### src/rtl/uart_pkt_parser.sv
// rtl/uart_pkt_parser.sv - framed packet parser behind the UART receiver; optional inter-byte timeout under UART_PKT_TIMEOUT_EN
module uart_pkt_parser #(
  parameter logic [7:0] SYNC_BYTE   = 8'hA5,
  parameter int         MAX_LEN     = 16,
  parameter int         TIMEOUT_CYC = 104_167
) (
  input  logic       clk_sys,
  input  logic       rst_n,
  input  logic [7:0] rx_dat,
  input  logic       data_rdy,
  output logic [7:0] out_data,
  output logic       out_valid,
  input  logic       out_ready,
  output logic       out_last,
  output logic [7:0] pkt_len,
  output logic       err_chk,
  output logic       err_len,
  output logic       err_timeout,
  output logic       drop
);

  localparam int         IDX_W     = (MAX_LEN > 1) ? $clog2(MAX_LEN) : 1;
  localparam logic [7:0] MAX_LEN_B = 8'(MAX_LEN);

  typedef enum logic [2:0] {S_HUNT, S_LEN, S_PAYLOAD, S_CHK, S_DRAIN} state_t;

  state_t     r_state;
  logic       r_rdy_q;
  logic [7:0] r_len;
  logic [7:0] r_cnt;
  logic [7:0] r_sum;
  logic [7:0] r_rd_idx;
  logic [7:0] r_buf [0:MAX_LEN-1];
  logic       w_stb;
  logic       w_timeout;

  // data_rdy may be held for several cycles; only its rising edge is a byte
  always_ff @(posedge clk_sys or negedge rst_n) begin
    if (!rst_n) r_rdy_q <= 1'b0;
    else        r_rdy_q <= data_rdy;
  end

  assign w_stb = data_rdy & ~r_rdy_q;

`ifdef UART_PKT_TIMEOUT_EN
  logic [31:0] r_idle;

  // idle cycles since the last byte, only meaningful while a frame is open
  always_ff @(posedge clk_sys or negedge rst_n) begin
    if (!rst_n)                                         r_idle <= '0;
    else if (w_stb || r_state == S_HUNT || r_state == S_DRAIN) r_idle <= '0;
    else                                                r_idle <= r_idle + 32'd1;
  end

  // a byte arriving on the terminal count wins over the timeout
  assign w_timeout = !w_stb && (r_state == S_LEN || r_state == S_PAYLOAD || r_state == S_CHK)
                     && (r_idle == 32'(TIMEOUT_CYC));
`else
  // no idle counter: an open frame waits forever
  assign w_timeout = (TIMEOUT_CYC < 0);
`endif

  // payload buffer, written only while collecting payload; never reset
  always_ff @(posedge clk_sys) begin
    if (r_state == S_PAYLOAD && w_stb) r_buf[IDX_W'(r_cnt)] <= rx_dat;
  end

  // frame FSM with registered stream outputs and one-cycle error/drop pulses
  always_ff @(posedge clk_sys or negedge rst_n) begin
    if (!rst_n) begin
      r_state     <= S_HUNT;
      r_len       <= '0;
      r_cnt       <= '0;
      r_sum       <= '0;
      r_rd_idx    <= '0;
      out_data    <= '0;
      out_valid   <= 1'b0;
      out_last    <= 1'b0;
      pkt_len     <= '0;
      err_chk     <= 1'b0;
      err_len     <= 1'b0;
      err_timeout <= 1'b0;
      drop        <= 1'b0;
    end else begin
      err_chk     <= 1'b0;
      err_len     <= 1'b0;
      err_timeout <= 1'b0;
      drop        <= 1'b0;
      if (w_timeout) begin
        err_timeout <= 1'b1;
        r_state     <= S_HUNT;
      end else begin
        case (r_state)
          S_HUNT: begin
            if (w_stb && rx_dat == SYNC_BYTE) r_state <= S_LEN;
          end
          S_LEN: begin
            // a second sync value here is a length, not a resync
            if (w_stb) begin
              if (rx_dat != 8'd0 && rx_dat <= MAX_LEN_B) begin
                r_len   <= rx_dat;
                r_sum   <= rx_dat;
                r_cnt   <= '0;
                r_state <= S_PAYLOAD;
              end else begin
                err_len <= 1'b1;
                r_state <= S_HUNT;
              end
            end
          end
          S_PAYLOAD: begin
            if (w_stb) begin
              r_sum <= r_sum + rx_dat;
              r_cnt <= r_cnt + 8'd1;
              if (r_cnt + 8'd1 == r_len) r_state <= S_CHK;
            end
          end
          S_CHK: begin
            if (w_stb) begin
              if (rx_dat == r_sum) begin
                r_state   <= S_DRAIN;
                pkt_len   <= r_len;
                r_rd_idx  <= '0;
                out_valid <= 1'b1;
                out_data  <= r_buf[0];
                out_last  <= (r_len == 8'd1);
              end else begin
                err_chk <= 1'b1;
                r_state <= S_HUNT;
              end
            end
          end
          S_DRAIN: begin
            // any byte while draining is thrown away, including a sync
            drop <= w_stb;
            if (out_ready) begin
              if (out_last) begin
                out_valid <= 1'b0;
                out_last  <= 1'b0;
                r_state   <= S_HUNT;
              end else begin
                r_rd_idx <= r_rd_idx + 8'd1;
                out_data <= r_buf[IDX_W'(r_rd_idx + 8'd1)];
                out_last <= (r_rd_idx + 8'd2 == r_len);
              end
            end
          end
          default: r_state <= S_HUNT;
        endcase
      end
    end
  end

endmodule
### config.mk
export PLATFORM = sky130hd
export DESIGN_NAME = uart_pkt_parser
export DESIGN_NICKNAME = d
export VERILOG_FILES = /design/src/rtl/uart_pkt_parser.sv
export SDC_FILE = /design/constraint.sdc
export NUM_CORES = 1
export LEC_CHECK = 0
export ABC_AREA = 1
export BUFFER_PORTS_ARGS = -buffer_cell sky130_fd_sc_hd__buf_4
export CORE_ASPECT_RATIO = 1.1
export CORE_UTILIZATION = 50
export CTS_BUF_LIST = sky130_fd_sc_hd__clkbuf_8 sky130_fd_sc_hd__clkbuf_16
export DETAILED_ROUTE_END_ITERATION = 12
export MAX_ROUTING_LAYER = met4
export PLACE_DENSITY = 0.78
export SLEW_MARGIN = 20
export SYNTH_ARGS = -nofsm -noshare
export SYNTH_HDL_FRONTEND = slang
export SYNTH_SLANG_ARGS = --single-unit
### constraint.sdc
create_clock -name clk_sys -period 5.1 [get_ports clk_sys]
set_input_delay 0.765 -clock clk_sys [delete_from_list [all_inputs] [get_ports clk_sys]]
set_output_delay 0.765 -clock clk_sys [all_outputs]
set_load 0.05 [all_outputs]
==> summary.md, run 1 <==
| Metric | Value |
|---|---|
| Post-DRT Antenna Nets | `0` |
| #FFs+latches synth | `185` |
| Initial antenna violation count | `0` |
| Via density | `5.80` |
| Slowest-stage cell, CP | `ha_1` |
| Wire per inst | `18.1 um` |
| Most common cell after layout, fill and taps aside | `nand2_1` |
| Diodes inserted | `0` |
| Critical path fanouts, max | `33` |
| R2R Path End | `out_data[2]` |
| Via count | `6101` |
| Clock Sinks | `185` |
| Synth top area share | `45.5%` |
| Post-CTS Setup Bufs | `0` |
| DRC viols | `0` |
| Critical path startpoint category | `flop` |
| FFs w/ async S/R, synth | `30.8%` |
| Synth warnings | `0` |
| Core Box Area | `16400 um2` |
| Clock-pin slew on the worst setup and hold paths | `0.07 ns` |
| Synthesized area per cell | `10.3 um2` |
| Port bufs | `32` |
| WL final | `19100 um` |
| Final nets | `861` |
| Worst VDD drop | `0.227 mV` |
| Fmax | `305 MHz` |
| Synth top area cells | `edfxtp_1 (45%), dfrtp_1 (17%), nand2_1 (6.4%)` |
| Register-to-register setup slack | `1.83 ns` |
| Worst-Margin Slew | `1.07 ns` |
| Initial drt markers | `591` |
| P_leak | `3.63 nW` |
| Total gr overflow | `0` |
| CTS Buffer Depth | `2` |
| Vias in the first global route | `5986` |
| Simple-gate share of the synthesized area | `17.8%` |
| Global-route wire length before repair | `30300 um` |
| Worst Setup Path Type | `flop to flop` |
| Most frequent cells in the layout | `nand2_1 (144), edfxtp_1 (128), nor2_1 (121)` |
| Gate Count Post-Synth | `817` |
| Largest area contributor in the netlist | `edfxtp_1` |
| Compound-Gate Fraction of Synth Area | `11.1%` |
| Share of cells above drive strength 1 | `11.4%` |
| Largest net degree at the start of global routing | `71` |
| Crit path required time | `5.43 ns` |
| Mux cell area share after synthesis | `0.133%` |
| CP arrival | `3.60 ns` |
| Slew Limit Headroom | `28.6%` |
| Final min period | `3.27 ns` |
| Reg-to-reg startpoint | `r_rd_idx[1]` |
| Layout Skew | `0.00697 ns` |
| Crit-path max cell delay | `1.00 ns` |
| PD cells | `414 nW/um2` |
| Starting Density | `51.5%` |
| Most used flip-flop cell after synthesis | `edfxtp_1` |
| R2R cell count | `8` |
| # rows | `49` |
| Resized cells post-CTS | `0` |
| Syn Nets | `843` |
| Area grow syn2layout | `10.8%` |
| CTS root buf | `clkbuf_16` |
| CTS Hold Buffers Added | `0` |
| XOR/XNOR share of the synthesized area | `1.85%` |
| Worst-path cell chain | `ha_1 > inv_1 > o21ai_0 > o221ai_1 > nand3_1 > nand3_1 > nand2_1 > nand2_1` |
| CTS Buf Count | `17` |
| Htree depth | `4` |
| Gr usage total | `23.4%` |
| Synthesized area | `8460 um2` |
| CTS tree | `built` |
| Hold Crit Class | `input port to async pin` |
| Status | `complete, no violations` |
| Die Footprint | `17400 um2` |
| Synth Area in Adders | `2.16%` |
| Post-synth EDFFs | `128` |
| Post-synth cell types | `39` |
| Worst hold slack | `0.398 ns` |
| Final period utilization | `64.2%` |
| DIE WIDTH | `126 um` |
| Ports | `34` |
| RSZ-0062 raised after global routing | `false` |
| Initial DRT Pass Iterations | `6` |
| Capturing element type of the critical path | `flop` |
| Setup violators final | `0` |
| Die H | `138 um` |
| Hold Fails Final Rpt | `0` |
| MaxCap Viol Count | `0` |
| Clock Latency Late Sink | `0.43 ns` |
| Placer congestion estimate | `0.875` |
| Post-synthesis sequential area ratio | `62.3%` |
| Setup_tns | `0 ns` |
| Main combinational cell family by area after synthesis | `simple AND/OR/NAND/NOR gates` |
| Hpwl dp | `12100 um` |
| Slew Limit Fails | `0` |
-- cell usage after synthesis (6+ instances only) --
cell	number
nand2_1	144
edfxtp_1	128
nor2_1	121
o21ai_0	91
nand3_1	62
dfrtp_1	57
inv_1	51
o221ai_1	32
clkbuf_1	15
ha_1	13
buf_2	12
a21oi_1	11
xor2_1	10
o22ai_1	7
inv_2	6
nand4_1	6
xnor2_1	6
-- power by group --
| group | leakage, nW | internal [mW] | switching [mW] |
|---|---|---|---|
| clock network | 0.277 | 0.712 | 0.584 |
| logic | 1.45 | 0.270 | 0.509 |
| registers | 1.90 | 1.70 | 0.104 |
| total | 3.63 | 2.68 | 1.20 |
-- sequential cells by signal (all words and copies together), names as in the netlist --
name,flops
r_len,8
err_len,1
drop,1
err_chk,1
r_cnt,8
r_sum,8
pkt_len,8
r_rdy_q,1
out_valid,1
r_rd_idx,8
r_buf,128
out_data,8
r_state,3
out_last,1
-- worst max path at each step --
stage / startpoint / endpoint / slack [ns] / depth (start not counted)
floorplan: data_rdy / r_buf[0][0] / 2.92 / 6
global placement: r_rd_idx[1] / out_data[2] / 1.93 / 8
detailed placement: r_rd_idx[1] / out_data[2] / 1.95 / 8
CTS: r_rd_idx[1] / out_data[1] / 1.87 / 8
global route: r_rd_idx[1] / out_data[1] / 1.62 / 8
finish: r_rd_idx[1] / out_data[2] / 1.83 / 8
-- stage by stage --
stage | area (um2) | cells | power (mW) | utilization, % | setup WS, ns
2_1_floorplan | 8460 | 817 | 2.41 | - | 2.92
3_3_place_gp | 8790 | 1020 | 2.58 | 53.5 | 1.93
3_5_place_dp | 8790 | 1020 | 2.60 | 53.5 | 1.95
4_1_cts | 9370 | 1052 | 3.89 | 57.0 | 1.87
5_1_grt | 9370 | 1052 | 4.05 | 57.0 | 1.62
6_report | 9370 | 1052 | 3.88 | 57.0 | 1.83
-- per-layer routing --
metal	routed length [um]	global-route usage, %	part of all wire [%]	vias to the layer above
li1	-	-	-	2885
met1	7960	28.6	42	2963
met2	9510	38.4	50	214
met3	1160	4.95	6.1	39
met4	412	8.62	2.2	0
met5	0	-	0	-
-- final cells by class --
class	instances	area, um2
inverter	57	214
multi-input combinational	541	2800
fill	1364	7060
sequential	185	5270
tap	204	255
clock inverter	13	131
timing repair buffer	33	248
clock buffer	19	453
-- worst max-delay path, delay by kind of cell, from the launching register on --
| kind | cells | cell delay, ns |
|---|---|---|
| AOI/OAI and AO/OA | 2 | 0.48 |
| and+or+nand+nor | 4 | 0.45 |
| adders and majority gates | 1 | 1.00 |
| buffers and inverters | 1 | 0.79 |
| DFF | 1 | 0.45 |
-- cell families (layout without fill, tap and decap cells) --
| family | Yosys count | count (layout) |
|---|---|---|
| AOI/OAI and AO/OA | 153 | 153 |
| xor gates and xnor gates | 17 | 17 |
| adders and majority gates | 14 | 14 |
| buffers and inverters | 91 | 122 |
| DFF | 185 | 185 |
| muxes | 1 | 1 |
| other | 1 | 1 |
| and+or+nand+nor | 355 | 355 |
Note: power is estimated with default switching activity, not from simulation.
==> run 2, diff against run 1 <==
- ABC_AREA: 1 -> 0
- PLACE_DENSITY: 0.78 -> 0.8
- clock period: 5.1 -> 2.65 ns (I/O delays scaled with it)
==> run 2 against run 1 <==
Clock-buffer cell count decreased by 2. Register-to-register slack got worse by 1.5 ns. First-iteration DRC count increased by 1.0%. Maximum frequency increased by 40%. Synthesized area decreased by 2.3%. Critical path type unchanged. Critical endpoint is now r_cnt[2].
==> summary.md, run 2 <==
| Metric | Value |
|---|---|
| Initial antenna violation count | `0 (unchanged)` |
| Util after Layout | `59.0% (was 57.0%)` |
| Ports | `34 (unchanged)` |
| Synthesized area per cell | `14.7 um2 (was 10.3 um2)` |
| CTS Buf Count | `17 (unchanged)` |
| XOR/XNOR share of the synthesized area | `3.59% (was 1.85%)` |
| Port bufs | `32 (unchanged)` |
| Largest net degree at the start of global routing | `58 (was 71)` |
| Setup violators final | `0 (unchanged)` |
| Via density | `6.02 (was 5.80)` |
| P_leak | `3.59 nW (was 3.63 nW)` |
| Hold Crit Class | `input port to async pin (unchanged)` |
| Setup_tns | `0 ns (unchanged)` |
| Diodes inserted | `0 (unchanged)` |
| Worst VDD drop | `0.444 mV (was 0.227 mV)` |
| Share of cells above drive strength 1 | `23.8% (was 11.4%)` |
| Vias in the first global route | `4818 (was 5986)` |
| Synthesized area | `8260 um2 (was 8460 um2)` |
| Most used flip-flop cell after synthesis | `edfxtp_1 (unchanged)` |
| Synth warnings | `0 (unchanged)` |
| Capturing element type of the critical path | `flop (unchanged)` |
| Register-to-register setup slack | `0.32 ns (was 1.83 ns)` |
| Worst Slack Setup Final | `0.315 ns (was 1.83 ns)` |
| Fmax | `428 MHz (was 305 MHz)` |
| Pre-CTS WS | `0.126 ns (was 1.95 ns)` |
| Final period utilization | `88.1% (was 64.2%)` |
| Final nets | `635 (was 861)` |
| Synth top area share | `46.5% (was 45.5%)` |
| Final min period | `2.33 ns (was 3.27 ns)` |
| Resized cells post-CTS | `0 (unchanged)` |
| Post-CTS Setup Bufs | `0 (unchanged)` |
| Die H | `137 um (was 138 um)` |
| CTS root buf | `clkbuf_16 (unchanged)` |
| Global-route wire length before repair | `27200 um (was 30300 um)` |
| Gate Count Post-Synth | `563 (was 817)` |
| Clock-pin slew on the worst setup and hold paths | `0.07 ns (about the same)` |
| Biggest register | `r_buf (unchanged)` |
| Worst Setup Path Type | `flop to flop (unchanged)` |
| CTS Buffer Depth | `2 (unchanged)` |
| Slew Limit Headroom | `48.3% (was 28.6%)` |
| Status | `complete, no violations (unchanged)` |
| Pwr Total | `5.81 mW (was 3.88 mW)` |
| Critical path startpoint category | `flop (unchanged)` |
| Starting Density | `51.9% (was 51.5%)` |
| Syn Nets | `589 (was 843)` |
| Most numerous cell in the Yosys netlist | `edfxtp_1 (was nand2_1)` |
| Core Box Area | `15900 um2 (was 16400 um2)` |
| Post-synth cell types | `54 (was 39)` |
| Worst-Margin Slew | `0.775 ns (was 1.07 ns)` |
| FFs w/ async S/R, synth | `30.8% (unchanged)` |
| Main combinational cell family by area after synthesis | `multiplexers (was simple AND/OR/NAND/NOR gates)` |
| Initial drt markers | `597 (was 591)` |
| Commonest cells in the synthesized netlist | `edfxtp_1 (128), dfrtp_1 (57), a21oi_1 (34), nor2_1 (34), mux4_2 (32) (was nand2_1 (144), edfxtp_1 (128), nor2_1 (121), o21ai_0 (91), nand3_1 (62))` |
| Die Footprint | `17000 um2 (was 17400 um2)` |
| Post-DRT Antenna Nets | `0 (unchanged)` |
| DRC viols | `0 (unchanged)` |
| Htree depth | `4 (unchanged)` |
| CTS tree | `built (unchanged)` |
| Initial DRT Pass Iterations | `5 (was 6)` |
| Area grow syn2layout | `13.7% (was 10.8%)` |
| R2R cell count | `6 (was 8)` |
| Most frequent cells in the layout | `edfxtp_1 (128), dfrtp_1 (56), buf_4 (54) (was nand2_1 (144), edfxtp_1 (128), nor2_1 (121))` |
| Gr usage total | `22.0% (was 23.4%)` |
| CP arrival | `2.63 ns (was 3.60 ns)` |
| Clock Sinks | `185 (unchanged)` |
| Post-synth EDFFs | `128 (unchanged)` |
| Synth Area in Adders | `2.21% (was 2.16%)` |
| Wire per inst | `21.1 um (was 18.1 um)` |
| WL final | `17400 um (was 19100 um)` |
| Mux cell area share after synthesis | `13.0% (was 0.133%)` |
| Hold Fails Final Rpt | `0 (unchanged)` |
| CTS Hold Buffers Added | `0 (unchanged)` |
| DIE WIDTH | `125 um (was 126 um)` |
| Hpwl dp | `11500 um (was 12100 um)` |
| Clock Latency Late Sink | `0.43 ns (about the same)` |
| RSZ-0062 raised after global routing | `false (unchanged)` |
| Reg-to-reg startpoint | `r_rdy_q (was r_rd_idx[1])` |
| MaxCap Viol Count | `0 (unchanged)` |
| Final cell count without fillers | `822 (was 1052)` |
| PD cells | `618 nW/um2 (was 414 nW/um2)` |
| Compound-Gate Fraction of Synth Area | `6.21% (was 11.1%)` |
| #FFs+latches synth | `185 (unchanged)` |
| Most common cell after layout, fill and taps aside | `edfxtp_1 (was nand2_1)` |
| Max FFs per register | `128 (unchanged)` |
| Synth top area cells | `edfxtp_1 (47%), dfrtp_1 (17%), mux4_2 (8.7%) (was edfxtp_1 (45%), dfrtp_1 (17%), nand2_1 (6.4%))` |
| Layout Skew | `0.00726 ns (was 0.00697 ns)` |
| Total gr overflow | `0 (unchanged)` |
| Crit path required time | `2.94 ns (was 5.43 ns)` |
| Placer congestion estimate | `0.900 (was 0.875)` |
| Post-synthesis sequential area ratio | `63.8% (was 62.3%)` |
| Critical path fanouts, max | `11 (was 33)` |
| # rows | `48 (was 49)` |
| Slew Limit Fails | `0 (unchanged)` |
| Placed insts | `790 (was 1020)` |
| Largest area contributor in the netlist | `edfxtp_1 (unchanged)` |
| Via count | `4951 (was 6101)` |
| R2R Path End | `r_cnt[2] (was out_data[2])` |
| Simple-gate share of the synthesized area | `8.97% (was 17.8%)` |
[run 2: cell types whose count changed after synthesis, moves of 7 or more]
| cell | before | now |
|---|---|---|
| nor3_1 | 4 | 11 |
| nor2_1 | 121 | 34 |
| o221ai_1 | 32 | 0 |
| nand3_1 | 62 | 12 |
| o21ai_0 | 91 | 30 |
| mux2_2 | 1 | 23 |
| inv_1 | 51 | 8 |
| mux2i_1 | 0 | 9 |
| a21oi_1 | 11 | 34 |
| xnor2_1 | 6 | 19 |
| nand2_1 | 144 | 29 |
| and3_1 | 0 | 18 |
| mux4_2 | 0 | 32 |
[run 2: metal layers]
| layer | part of all wire (%) | track usage (%) | wire, um |
|---|---|---|---|
| met5 | 0 | - | 0 |
| met4 | 1.9 | 6.83 | 323 |
| met1 | 42 | 28.2 | 7290 |
| met2 | 51 | 35.7 | 8870 |
| met3 | 5.0 | 4.46 | 874 |
[run 2: final cells by class]
cell class | instances | area, um2
Fill cell | 1169 | 6530
Timing Repair Buffer | 56 | 445
Inverter | 8 | 30.0
Tap cell | 200 | 250
Multi-Input combinational cell | 341 | 2810
Sequential cell | 185 | 5270
Clock buffer | 17 | 425
Clock inverter | 15 | 161
[run 2: worst max path at each step]
stage	from	to	cells after the start
global route	r_rdy_q	r_cnt[2]	6
detailed placement	rx_dat[1]	r_sum[4]	7
finish	r_rdy_q	r_cnt[2]	6
floorplan	data_rdy	r_buf[1][0]	6
CTS	r_rdy_q	r_cnt[2]	6
global placement	rx_dat[1]	r_sum[4]	7
[run 2: cells by family after synthesis]
kind of cell             after synthesis
AND/OR/NAND/NOR                      141
buffers and inverters                 37
XOR/XNOR                              33
other                                  1
multiplexers                          64
AO/OA/AOI/OAI                         88
flip-flops                           185
adder cells (fa/ha/maj)               14
[run 2: where the power goes]
group / internal, mW / switching, mW / total [mW]
clock: 1.33 / 1.14 / 2.48
sequential: 3.11 / 0.0166 / 3.12
combinational: 0.0724 / 0.132 / 0.205
total: 4.51 / 1.29 / 5.81
[run 2: critical path, stage by stage, from the launching register on]
cell and delay (ns):
dfrtp_1 0.38, nand2b_1 0.19, nor4b_1 0.62, a21oi_1 0.43, buf_4 0.29, o21ai_0 0.18
o21ai_0 0.11
[run 2: through the flow]
| stage | hold WS, ns | instance area (um2) |
|---|---|---|
| global placement | 0.474 | 8800 |
| detailed placement | 0.476 | 8800 |
| floorplan | 0.102 | 8260 |
| finish | 0.0268 | 9390 |
| global route | 0.0750 | 9390 |
| CTS | 0.0499 | 9390 |
